===== config.mk =====
export PLATFORM = sky130hd
export DESIGN_NAME = program_sequencer
export DESIGN_NICKNAME = d
export VERILOG_FILES = /design/src/rtl/program_sequencer.sv
export SDC_FILE = /design/constraint.sdc
export NUM_CORES = 1
export LEC_CHECK = 0
export ABC_AREA = 1
export BUFFER_PORTS_ARGS = -buffer_cell sky130_fd_sc_hd__clkbuf_2
export CORE_AREA = 2 2 82 60
export CTS_BUF_LIST = sky130_fd_sc_hd__clkbuf_2
export DETAILED_ROUTE_END_ITERATION = 10
export DIE_AREA = 0 0 84 62
export PLACE_DENSITY = 0.74
export SYNTH_ARGS = -nofsm -noshare
export SYNTH_HDL_FRONTEND = slang
export SYNTH_SLANG_ARGS = --single-unit

===== constraint.sdc =====
create_clock -name clk -period 2.2 [get_ports clk]
set_input_delay 0.22 -clock clk [delete_from_list [all_inputs] [get_ports clk]]
set_output_delay 0.22 -clock clk [all_outputs]
set_load 0.02 [all_outputs]

===== src/rtl/program_sequencer.sv =====
// Program counter with jump, call/return stack, halt/resume and a configurable end-of-memory policy.
// Address updates one cycle after next is sampled high. There is no backpressure: the sequencer steps only on next.
module program_sequencer #(
    parameter int ADDR_W      = 8,
    parameter int STACK_DEPTH = 4,
    parameter int RESET_ADDR  = 0,
    parameter int WRAP_EN     = 1
) (
    input  logic              clk,
    input  logic              reset_n,
    input  logic              next,
    input  logic              jump_en,
    input  logic              call_en,
    input  logic              ret_en,
    input  logic [ADDR_W-1:0] jump_addr,
    input  logic              halt_req,
    input  logic              resume,
    output logic [ADDR_W-1:0] address,
    output logic              halted,
    output logic              stack_empty,
    output logic              stack_full,
    output logic              overflow_err,
    output logic              underflow_err
);

    localparam int CNT_W = $clog2(STACK_DEPTH + 1);
    localparam int IDX_W = (STACK_DEPTH > 1) ? $clog2(STACK_DEPTH) : 1;

    typedef enum logic {RUN, HALTED} state_t;

    state_t            state, state_nxt;
    logic [ADDR_W-1:0] addr_nxt, addr_inc, ret_addr;
    logic [CNT_W-1:0]  count, count_nxt;
    logic [ADDR_W-1:0] stack [STACK_DEPTH];
    logic [IDX_W-1:0]  push_idx, pop_idx;
    logic              push, ovf_set, unf_set, inc_req, at_max;

    // Return address is always taken modulo 2^ADDR_W, independent of WRAP_EN.
    assign addr_inc    = address + ADDR_W'(1);
    assign at_max      = &address;
    assign push_idx    = IDX_W'(count);
    assign pop_idx     = IDX_W'(count - CNT_W'(1));
    assign ret_addr    = stack[pop_idx];
    assign stack_empty = (count == '0);
    assign stack_full  = (count == CNT_W'(STACK_DEPTH));
    assign halted      = (state == HALTED);

    always_comb begin
        state_nxt = state;
        addr_nxt  = address;
        count_nxt = count;
        push      = 1'b0;
        ovf_set   = 1'b0;
        unf_set   = 1'b0;
        inc_req   = 1'b0;
        case (state)
            RUN: begin
                if (next) begin
                    if (halt_req) begin
                        state_nxt = HALTED;
                    end else if (call_en) begin
                        if (!stack_full) begin
                            push      = 1'b1;
                            addr_nxt  = jump_addr;
                            count_nxt = count + CNT_W'(1);
                        end else begin
                            ovf_set = 1'b1;
                            inc_req = 1'b1;
                        end
                    end else if (ret_en) begin
                        if (!stack_empty) begin
                            addr_nxt  = ret_addr;
                            count_nxt = count - CNT_W'(1);
                        end else begin
                            unf_set = 1'b1;
                            inc_req = 1'b1;
                        end
                    end else if (jump_en) begin
                        addr_nxt = jump_addr;
                    end else begin
                        inc_req = 1'b1;
                    end
                    // Without wrapping, running off the end parks the sequencer.
                    if (inc_req) begin
                        if (at_max && (WRAP_EN == 0)) begin
                            state_nxt = HALTED;
                        end else begin
                            addr_nxt = addr_inc;
                        end
                    end
                end
            end
            HALTED: begin
                if (resume) begin
                    state_nxt = RUN;
                end
            end
        endcase
    end

    always_ff @(posedge clk or negedge reset_n) begin
        if (!reset_n) begin
            state         <= RUN;
            address       <= ADDR_W'(RESET_ADDR);
            count         <= '0;
            overflow_err  <= 1'b0;
            underflow_err <= 1'b0;
        end else begin
            state         <= state_nxt;
            address       <= addr_nxt;
            count         <= count_nxt;
            overflow_err  <= overflow_err | ovf_set;
            underflow_err <= underflow_err | unf_set;
        end
    end

    // Entries above the count are dead, so the storage needs no reset.
    always_ff @(posedge clk) begin
        if (push) begin
            stack[push_idx] <= addr_inc;
        end
    end

endmodule


==> results of run 1 <==
cell usage in the layout, fill, tap and decap left out, types with 2 or more instances in the layout:
cell type       n
clkinv_2        2
a31o_2          2
edfxtp_1       32
o21ai_0         6
nand3_2         3
buf_4           7
xor2_1          4
ha_1            6
inv_2           3
nand2_1        83
dlygate4sd3_1   2
inv_1          32
nand3_1        40
nand2_2         2
nor2_1          9
dfrtp_1        14
or2_2           4
clkbuf_2       33
registers in the layout, indices dropped and copies added (netlist names):
register and cells:
underflow_err 1, address 8, overflow_err 1, halted 1
count 3, stack 32
area by class of cell:
type,instances,area (sq um)
Fill cell,392,1930
Sequential cell,46,1310
Multi-Input combinational cell,166,835
Timing Repair Buffer,37,213
Inverter,37,140
Tap cell,57,71.3
Clock buffer,5,25.0
Clock inverter,3,21.3
metrics by stage:
stage	setup slack, ps	hold slack, ps	power (mW)	std cells
2_1_floorplan	224	-75.6	2.14	255
5_1_grt	252	7.96	3.15	351
3_5_place_dp	451	159	2.56	341
6_report	390	20.7	2.91	351
3_3_place_gp	513	148	2.54	341
4_1_cts	376	11.1	2.91	351
cell families after synthesis:
logic type	after synthesis
DFF	46
and+or+nand+nor	144
xor gates and xnor gates	5
buffers and inverters	43
adders and majority gates	6
AOI/OAI and AO/OA	11
final timing paths:
path	end	slack, ps
worst max-delay path	stack_empty	390
worst min-delay path	halted	20
worst max register to register	stack[0][3]	410
worst min register to register	overflow_err	500
max in group asynchronous	count[1]	1730
min in group asynchronous	count[2]	190
power by group:
group	leakage, nW	internal (mW)	switching [mW]
Clock	0.0289	0.0782	0.282
Combinational	0.755	0.433	0.872
Sequential	0.464	1.13	0.116
Total	1.25	1.64	1.27
synthesized netlist by cell type, drive strengths merged:
| library cell | number |
|---|---|
| dfrtp | 14 |
| a31o | 2 |
| nand3 | 44 |
| ha | 6 |
| nor2 | 10 |
| a21oi | 1 |
| nand2 | 85 |
| inv | 35 |
| buf | 6 |
| xor2 | 4 |
| edfxtp | 32 |
| xnor2 | 1 |
| or2 | 4 |
| o21ai | 8 |
| nand3b | 1 |
| clkinv | 2 |
worst min-delay path, cell delays in order:
cell      delay, ps
clkbuf_2         90
nand3_1          70
o21ai_0          70
layer usage:
metal	routed length (um)	share of wire, %	global-route usage [%]	vias up
li1	-	-	-	896
met1	2420	49	31.2	786
met2	2000	41	28.3	78
met3	460	9.3	5.55	7
met4	51	1.0	7.83	0
met5	0	0	0	-
==> results.tsv, run 1 <==
metric	value	unit
status	complete, no violations	
layout cells sized above 1	20.7	%
worst path bufs/invs	3	
Crit path max-delay family	flip-flops	
Clock Skew	12.9	ps
total CTS buffers	5	
core area	0.00455	sq mm
Global Route Usage Sum	20.6	%
Compound-Gate Fraction of Synth Area	2.86	%
Tightest Pin Transition	468	ps
design area	0.00262	sq mm
RSZ-0062 raised after global routing	no	
CP max stage cell	dfrtp_1	
synth top area cells	edfxtp_1 41%, dfrtp_1 15%, nand2_1 13%	
final hold vios	0	
final slew viol count	0	
Worst R2R Start	halted	
CTS tree	built	
Avg Cell Area, Syn	9.11	sq um
Yosys warnings	0	
routability cong.	0.880	
peak supply drop	0.571	mV
Synth Area in Simple Gates	28.0	%
Die ar.	0.00521	sq mm
Die H	62	um
maxcap violations	0	
first-pass GRT wire length	7930	um
IO Port Bufs	28	
CTS H-tree lvls	2	
Clk Latency, worst-skew pair	430	ps
hold_sp	next	
area share of fa/ha/maj cells after synthesis	3.23	%
DRC violations left	0	
postcts setup bufs	0	
total leakage power	1.25	nW
Final #Nets	315	
Initial Utilization	51.1	%
Yosys reg bits	46	
area grow syn2layout	12.7	%
Min Clock Period, post-route	1810	ps
Pwr Density	1110	mW/mm^2
hold_buf cts	2	
Mapped Cells	255	
FMAX	0.552	GHz
fin crit share	82.3	%
maximum clock path buffer count	2	
ANT cells	0	
FP Rows	21	
most used cell, CP	inv_1	
Die Width	84	um
Worst Setup SP	count[1]	
WL final	4940	um
Startpoint Class	flop	
Max stage delay on crit path	450	ps
final core occ	57.6	%
hold crit path type	input port to flop	
initial antenna violation count	0	
HPWL after DPL	3650	um
vias in the first global route	1550	
Synth top area share	41.4	%
CP cell instances	inv_1 > ha_1 > nand2_1 > inv_1 > clkbuf_2	
WP data arrival	1590	ps
I/O pins	29	
Crit. End Element	output port	
WS Path Type	flop to output port	
Cell variety after synth	25	
Avg Vias per Cell	5.03	
first drt pass iteration count	4	
xor/xnor share of the synthesized area	1.89	%
sequential cell area fraction in the yosys report	56.5	%
Via Count	1767	
Post-DP Area	0.00255	sq mm
largest family of logic cells by synthesized area	simple AND/OR/NAND/NOR gates	
Post-Syn Area	0.00232	sq mm
CTS Root Cell	clkbuf_2	
Sink Count	46	
clock-pin slew on the worst setup and hold paths	240	ps
Fin Setup TNS	0	ps
initial drt markers	122	
DR WL/cell	14.1	um
area leader, netlist	edfxtp_1	
slew margin rel.	68.7	%
post-synthesis mux area share	0	%
FF-to-FF path depth	6	
critical path depth	5	
post-route antenna net violation count	0	
CP max FO	4	
Final setup viols	0	
Worst Path Required	1980	ps
Syn Nets	277	
Post-CTS Resized	0	
grt total ovfl	0	
Hold Crit Depth	3	
largest net degree at the start of global routing	20	
No activity file was read; power rests on OpenSTA's default activity.
==> run 2, diff against run 1 <==
--- a/config.mk
+++ b/config.mk
@@ -11,7 +11,7 @@
 export CTS_BUF_LIST = sky130_fd_sc_hd__clkbuf_2
 export DETAILED_ROUTE_END_ITERATION = 10
 export DIE_AREA = 0 0 84 62
-export PLACE_DENSITY = 0.74
+export PLACE_DENSITY = 0.77
 export SYNTH_ARGS = -nofsm -noshare
 export SYNTH_HDL_FRONTEND = slang
 export SYNTH_SLANG_ARGS = --single-unit
==> constraint.sdc (replaced) <==
create_clock -name clk -period 1.55 [get_ports clk]
set_input_delay 0.155 -clock clk [delete_from_list [all_inputs] [get_ports clk]]
set_output_delay 0.155 -clock clk [all_outputs]
set_load 0.02 [all_outputs]
==> results.tsv, run 2 (synthesis gave the netlist of run 1 again) <==
metric	value	unit	change
ANT cells	0		unchanged
Startpoint Class	flop		unchanged
Finished Layout Cells	363		was 351
WS Path Type	flop to output port		unchanged
post-route antenna net violation count	0		unchanged
area grow syn2layout	28.3	%	was 12.7%
Pwr Density	1630	mW/mm^2	was 1110 mW/mm^2
slew margin rel.	73.7	%	was 68.7%
most frequent cells in the layout	72 x nand2_1, 32 x clkbuf_2, 32 x edfxtp_1		was 83 x nand2_1, 40 x nand3_1, 33 x clkbuf_2
WL final	5420	um	was 4940 um
vias in the first global route	1675		was 1550
Post-DP Area	0.00270	sq mm	was 0.00255 sq mm
fin crit share	102	%	
initial antenna violation count	0		unchanged
Clock Skew	34.4	ps	was 12.9 ps
WP data arrival	1430	ps	was 1590 ps
Global Route Usage Sum	20.6	%	about the same
status	complete, but fails checks		was complete, no violations
RSZ-0062 raised after global routing	yes		was no
grt total ovfl	0		unchanged
multi-input logic area	0.00102	sq mm	was 835 sq um
peak supply drop	0.993	mV	was 0.571 mV
DRC violations left	0		unchanged
first-pass GRT wire length	8000	um	was 7930 um
maxcap violations	0		unchanged
Die Width	84	um	unchanged
Crit. End Element	output port		unchanged
Worst Slack Setup Final	-36.4	ps	was 390 ps
Final #Nets	327		was 315
Sink Count	46		unchanged
Via Count	1852		was 1767
CTS tree	built		unchanged
failing checks	setup timing		
total leakage power	1.38	nW	was 1.25 nW
layout cells sized above 1	35.3	%	was 20.7%
worst slack, placed	23.8	ps	was 451 ps
Placed Cells	345		was 341
FMAX	0.630	GHz	
clock-pin slew on the worst setup and hold paths	260	ps	was 240 ps
DR WL/cell	14.9	um	was 14.1 um
largest net degree at the start of global routing	20		unchanged
first drt pass iteration count	4		unchanged
biggest regs	stack (32), address (8), count (3)		unchanged
Biggest register	stack		unchanged
final hold vios	0		unchanged
Clk Latency, worst-skew pair	460	ps	was 430 ps
hold crit path type	input port to flop		unchanged
register area	0.00131	sq mm	about the same
CP max FO	3		was 4
HPWL after DPL	3680	um	was 3650 um
Min Clock Period, post-route	1590	ps	
Initial Utilization	51.1	%	unchanged
Tightest Pin Transition	394	ps	was 468 ps
initial drt markers	150		was 122
Final setup viols	19		was 0
Die H	62	um	unchanged
final core occ	65.6	%	was 57.6%
Avg Vias per Cell	5.10		was 5.03
Die ar.	0.00521	sq mm	unchanged
I/O pins	29		unchanged
Layout fillers	358		was 392
core area	0.00455	sq mm	unchanged
final slew viol count	0		unchanged
routability cong.	0.906		was 0.880
Largest register FFs	32		unchanged
design area	0.00298	sq mm	was 0.00262 sq mm
CTS Root Cell	clkbuf_2		unchanged
maximum clock path buffer count	2		unchanged
IO Port Bufs	28		unchanged
FP Rows	21		unchanged
Worst Path Required	1390	ps	was 1980 ps
total CTS buffers	5		unchanged
most common cell after layout, fill and taps aside	nand2_1		unchanged
CTS H-tree lvls	2		unchanged
Fin Setup TNS	-181	ps	was 0 ps
run 2: changes by cell type in the layout (fill, tap and decap cells not counted), moves of 3 or more:
| cell | before | now |
|---|---|---|
| nand2_2 | 2 | 8 |
| nand2_4 | 0 | 5 |
| nand3_2 | 3 | 13 |
| buf_4 | 7 | 11 |
| nor2_1 | 9 | 5 |
| inv_1 | 32 | 28 |
| buf_6 | 0 | 3 |
| nand2_1 | 83 | 72 |
| nand3_1 | 40 | 29 |
| nor2_4 | 1 | 5 |
| buf_12 | 0 | 3 |
run 2: through the flow:
step | hold slack [ps] | total power, mW
after floorplan | -141 | 3.31
after global placement | 93.2 | 3.85
after detailed placement | 97.7 | 3.89
after CTS | 41.3 | 4.48
after global routing | 77.6 | 5.20
final | 50.2 | 4.86
run 2: cell type report:
class | instances | share of cell area (%)
Tap cell | 57 | 2.39
Inverter | 37 | 5.42
Clock inverter | 2 | 0.462
Clock buffer | 6 | 1.01
Timing Repair Buffer | 48 | 12.3
Multi-Input combinational cell | 167 | 34.3
Sequential cell | 46 | 44.1
run 2: power breakdown:
| group | total (mW) | switching (mW) | internal, mW |
|---|---|---|---|
| Clock | 0.528 | 0.409 | 0.119 |
| Combinational | 2.57 | 1.52 | 1.05 |
| Sequential | 1.76 | 0.160 | 1.60 |
| Total | 4.86 | 2.09 | 2.77 |
run 2: what timing repair did:
action,4_1_cts,5_1_grt
setup buffers,2,4
endpoints found under the setup margin,9,43
endpoints found under the hold margin,15,0
pin swaps,2,15
gates resized for setup,8,36
hold buffers,3,0
cloned,0,1
run 2: worst paths after layout:
kind	depth (start not counted)	start	end	slack, ps
setup / recovery	5	count[0]	stack_full	-40
hold / removal	5	jump_addr[4]	address[4]	50
setup reg to reg	5	count[0]	stack[1][0]	-20
hold reg to reg	1	overflow_err	overflow_err	510
max in group asynchronous	2	reset_n	address[0]	1140
min in group asynchronous	2	reset_n	address[3]	100
run 2: worst max-delay path: stages, from the launching register on:
cell      delay [ps]
dfrtp_2          490
clkinv_4          70
ha_4             170
nand2_4           90
inv_4             70
buf_8            100
run 2: routing by layer:
| metal | vias up | share of wire, % | track usage, % |
|---|---|---|---|
| met3 | 13 | 6.4 | 4.36 |
| met1 | 856 | 46 | 28.2 |
| li1 | 923 | - | - |
| met5 | - | 0 | 0 |
| met4 | 0 | 2.4 | 10.8 |
| met2 | 60 | 45 | 31.9 |
==> run 3, diff against run 2 <==
--- a/config.mk
+++ b/config.mk
@@ -11,7 +11,7 @@
 export CTS_BUF_LIST = sky130_fd_sc_hd__clkbuf_2
 export DETAILED_ROUTE_END_ITERATION = 10
 export DIE_AREA = 0 0 84 62
-export PLACE_DENSITY = 0.77
+export PLACE_DENSITY = 0.74
 export SYNTH_ARGS = -nofsm -noshare
 export SYNTH_HDL_FRONTEND = slang
 export SYNTH_SLANG_ARGS = --single-unit
==> constraint.sdc (replaced) <==
create_clock -name clk -period 1.5 [get_ports clk]
set_input_delay 0.15 -clock clk [delete_from_list [all_inputs] [get_ports clk]]
set_output_delay 0.15 -clock clk [all_outputs]
set_load 0.02 [all_outputs]
==> results.tsv, run 3 (synthesis gave the netlist of run 1 again) <==
metric	value	unit	change
status	complete, but fails checks		unchanged
failing checks	setup timing		unchanged
Min Clock Period, post-route	1540	ps	
hold crit path type	input port to flop		unchanged
CP max FO	3		unchanged
Pint	2.83	mW	was 2.77 mW
most common cell after layout, fill and taps aside	nand2_1		unchanged
post-route antenna net violation count	0		unchanged
sw frac	43.3	%	was 43.0%
total leakage power	1.39	nW	was 1.38 nW
CTS Root Cell	clkbuf_2		unchanged
Reg2Reg Setup Slack	-10	ps	was -20 ps
Die ar.	0.00521	sq mm	unchanged
CP max stage cell	dfrtp_1		was dfrtp_2
Clk Latency, worst-skew pair	440	ps	was 460 ps
Max stage delay on crit path	450	ps	was 490 ps
ANT cells	0		unchanged
peak supply drop	1.09	mV	was 0.993 mV
final hold vios	0		unchanged
Crit. End Element	output port		unchanged
DR WL/cell	14.6	um	was 14.9 um
first drt pass iteration count	4		unchanged
maxcap violations	0		unchanged
total power	4.99	mW	was 4.86 mW
biggest regs	stack (32), address (8), count (3)		unchanged
I/O pins	29		unchanged
FMAX	0.649	GHz	
most frequent cells in the layout	74 x nand2_1, 32 x edfxtp_1, 31 x clkbuf_2		was 72 x nand2_1, 32 x clkbuf_2, 32 x edfxtp_1
P_sw	2.16	mW	was 2.09 mW
Final #Nets	329		was 327
DRC violations left	0		unchanged
Sink Count	46		unchanged
maximum clock path buffer count	2		unchanged
final slew viol count	0		unchanged
worst slack, placed	9.10	ps	was 23.8 ps
total CTS buffers	5		unchanged
Initial Utilization	51.1	%	unchanged
worst path bufs/invs	3		unchanged
Pwr Density	1660	mW/mm^2	was 1630 mW/mm^2
area grow syn2layout	29.2	%	was 28.3%
initial antenna violation count	0		unchanged
Flop pwr share	36.3	%	was 36.2%
Global Route Usage Sum	19.6	%	was 20.6%
Startpoint Class	flop		unchanged
worst reg2reg path endpoint	address[0]		was stack[1][0]
Tightest Pin Transition	396	ps	was 394 ps
Die Width	84	um	unchanged
hold endpoint	address[2]		was address[4]
WL final	5340	um	was 5420 um
FP Rows	21		unchanged
Via Count	1875		was 1852
HPWL after DPL	3610	um	was 3680 um
clock-pin slew on the worst setup and hold paths	260	ps	about the same
RSZ-0062 raised after global routing	yes		unchanged
WP data arrival	1390	ps	was 1430 ps
first-pass GRT wire length	7560	um	was 8000 um
fin crit share	103	%	
layout cells sized above 1	35.7	%	was 35.3%
CTS H-tree lvls	2		unchanged
core area	0.00455	sq mm	unchanged
Logic pwr share	52.7	%	was 52.9%
grt total ovfl	0		unchanged
Die H	62	um	unchanged
hold_sp	jump_addr[2]		was jump_addr[4]
IO Port Bufs	28		unchanged
WS Path Type	flop to output port		unchanged
FF-to-FF path depth	10		was 5
Worst Path Required	1350	ps	was 1390 ps
Largest register FFs	32		unchanged
Worst R2R Start	count[1]		was count[0]
Hold Crit Depth	5		unchanged
clock share of power	11.0	%	was 10.9%
Worst Setup SP	count[1]		was count[0]
Crit path max-delay family	flip-flops		unchanged
largest net degree at the start of global routing	16		was 20
slew margin rel.	73.6	%	was 73.7%
initial drt markers	166		was 150
Avg Vias per Cell	5.14		was 5.10
vias in the first global route	1542		was 1675
CP cell instances	inv_2 > ha_4 > nand2_4 > inv_4 > buf_8		was clkinv_4 > ha_4 > nand2_4 > inv_4 > buf_8
Worst Slack Setup Final	-40.3	ps	was -36.4 ps
Clock Skew	19.8	ps	was 34.4 ps
CTS tree	built		unchanged
routability cong.	0.857		was 0.906
Final setup viols	3		was 19
Biggest register	stack		unchanged
run 3: per-stage QoR:
stage                     area (sq um)  setup TNS [ps]  cells  utilization, %  hold WS (ps)
final                             3000           -91.3    365            66.0          69.4
after global routing              3000           -1130    365            66.0          57.9
after CTS                         2850            -179    360            62.8          25.5
after detailed placement          2700               0    346            59.3          87.0
after global placement            2700               0    346            59.3          84.4
after floorplan                   2450           -3770    255               -          -146
run 3: repair_timing:
item / in CTS / in global routing
hold buffers: 3 / 0
pin swaps: 5 / 15
cloned: 0 / 1
buffers inserted: 3 / 4
endpoints found under the hold margin: 15 / 0
resized for setup: 8 / 30
endpoints found under the setup margin: 19 / 28
run 3: worst max-delay path by stage:
stage                  endpoint  cells past startpoint
CTS                  stack_full                      5
global placement    stack[0][2]                      5
detailed placement     count[2]                      8
floorplan           stack[0][0]                      7
global route        stack_empty                      5
finish               stack_full                      5
run 3: area by class of cell:
cell class / instances / area, sq um
clock buffers: 5 / 25.0
clock inverters: 3 / 21.3
fillers: 364 / 1550
inverters: 37 / 159
multi-input cells: 167 / 1020
flip-flops and latches: 46 / 1310
well taps: 57 / 71.3
repair buffers: 50 / 387
run 3: routing by layer:
metal | global-route usage [%] | part of all wire (%) | vias to the layer above
met2 | 31.0 | 47 | 60
met5 | 0 | 0 | -
met1 | 27.6 | 46 | 882
met4 | 5.53 | 0.97 | 0
met3 | 5.15 | 6.4 | 4
li1 | - | - | 929
run 3: worst register-to-register path, cell delays in order, from the launching register on:
cell	delay [ps]
dfrtp_1	450
inv_2	80
ha_4	160
nand2_4	90
a21oi_4	170
nand3_4	150
inv_8	140
nand2_1	70
nand2_1	60
nand2_1	50
nand2_1	60
run 3: power groups by stage:
| stage | clock [mW] | sequential (mW) | combinational [mW] |
|---|---|---|---|
| 2_1_floorplan | 0 | 1.94 | 1.48 |
| 3_3_place_gp | 0 | 1.83 | 2.19 |
| 3_5_place_dp | 0 | 1.83 | 2.22 |
| 4_1_cts | 0.558 | 1.81 | 2.32 |
| 5_1_grt | 0.613 | 1.84 | 2.87 |
| 6_report | 0.550 | 1.81 | 2.63 |
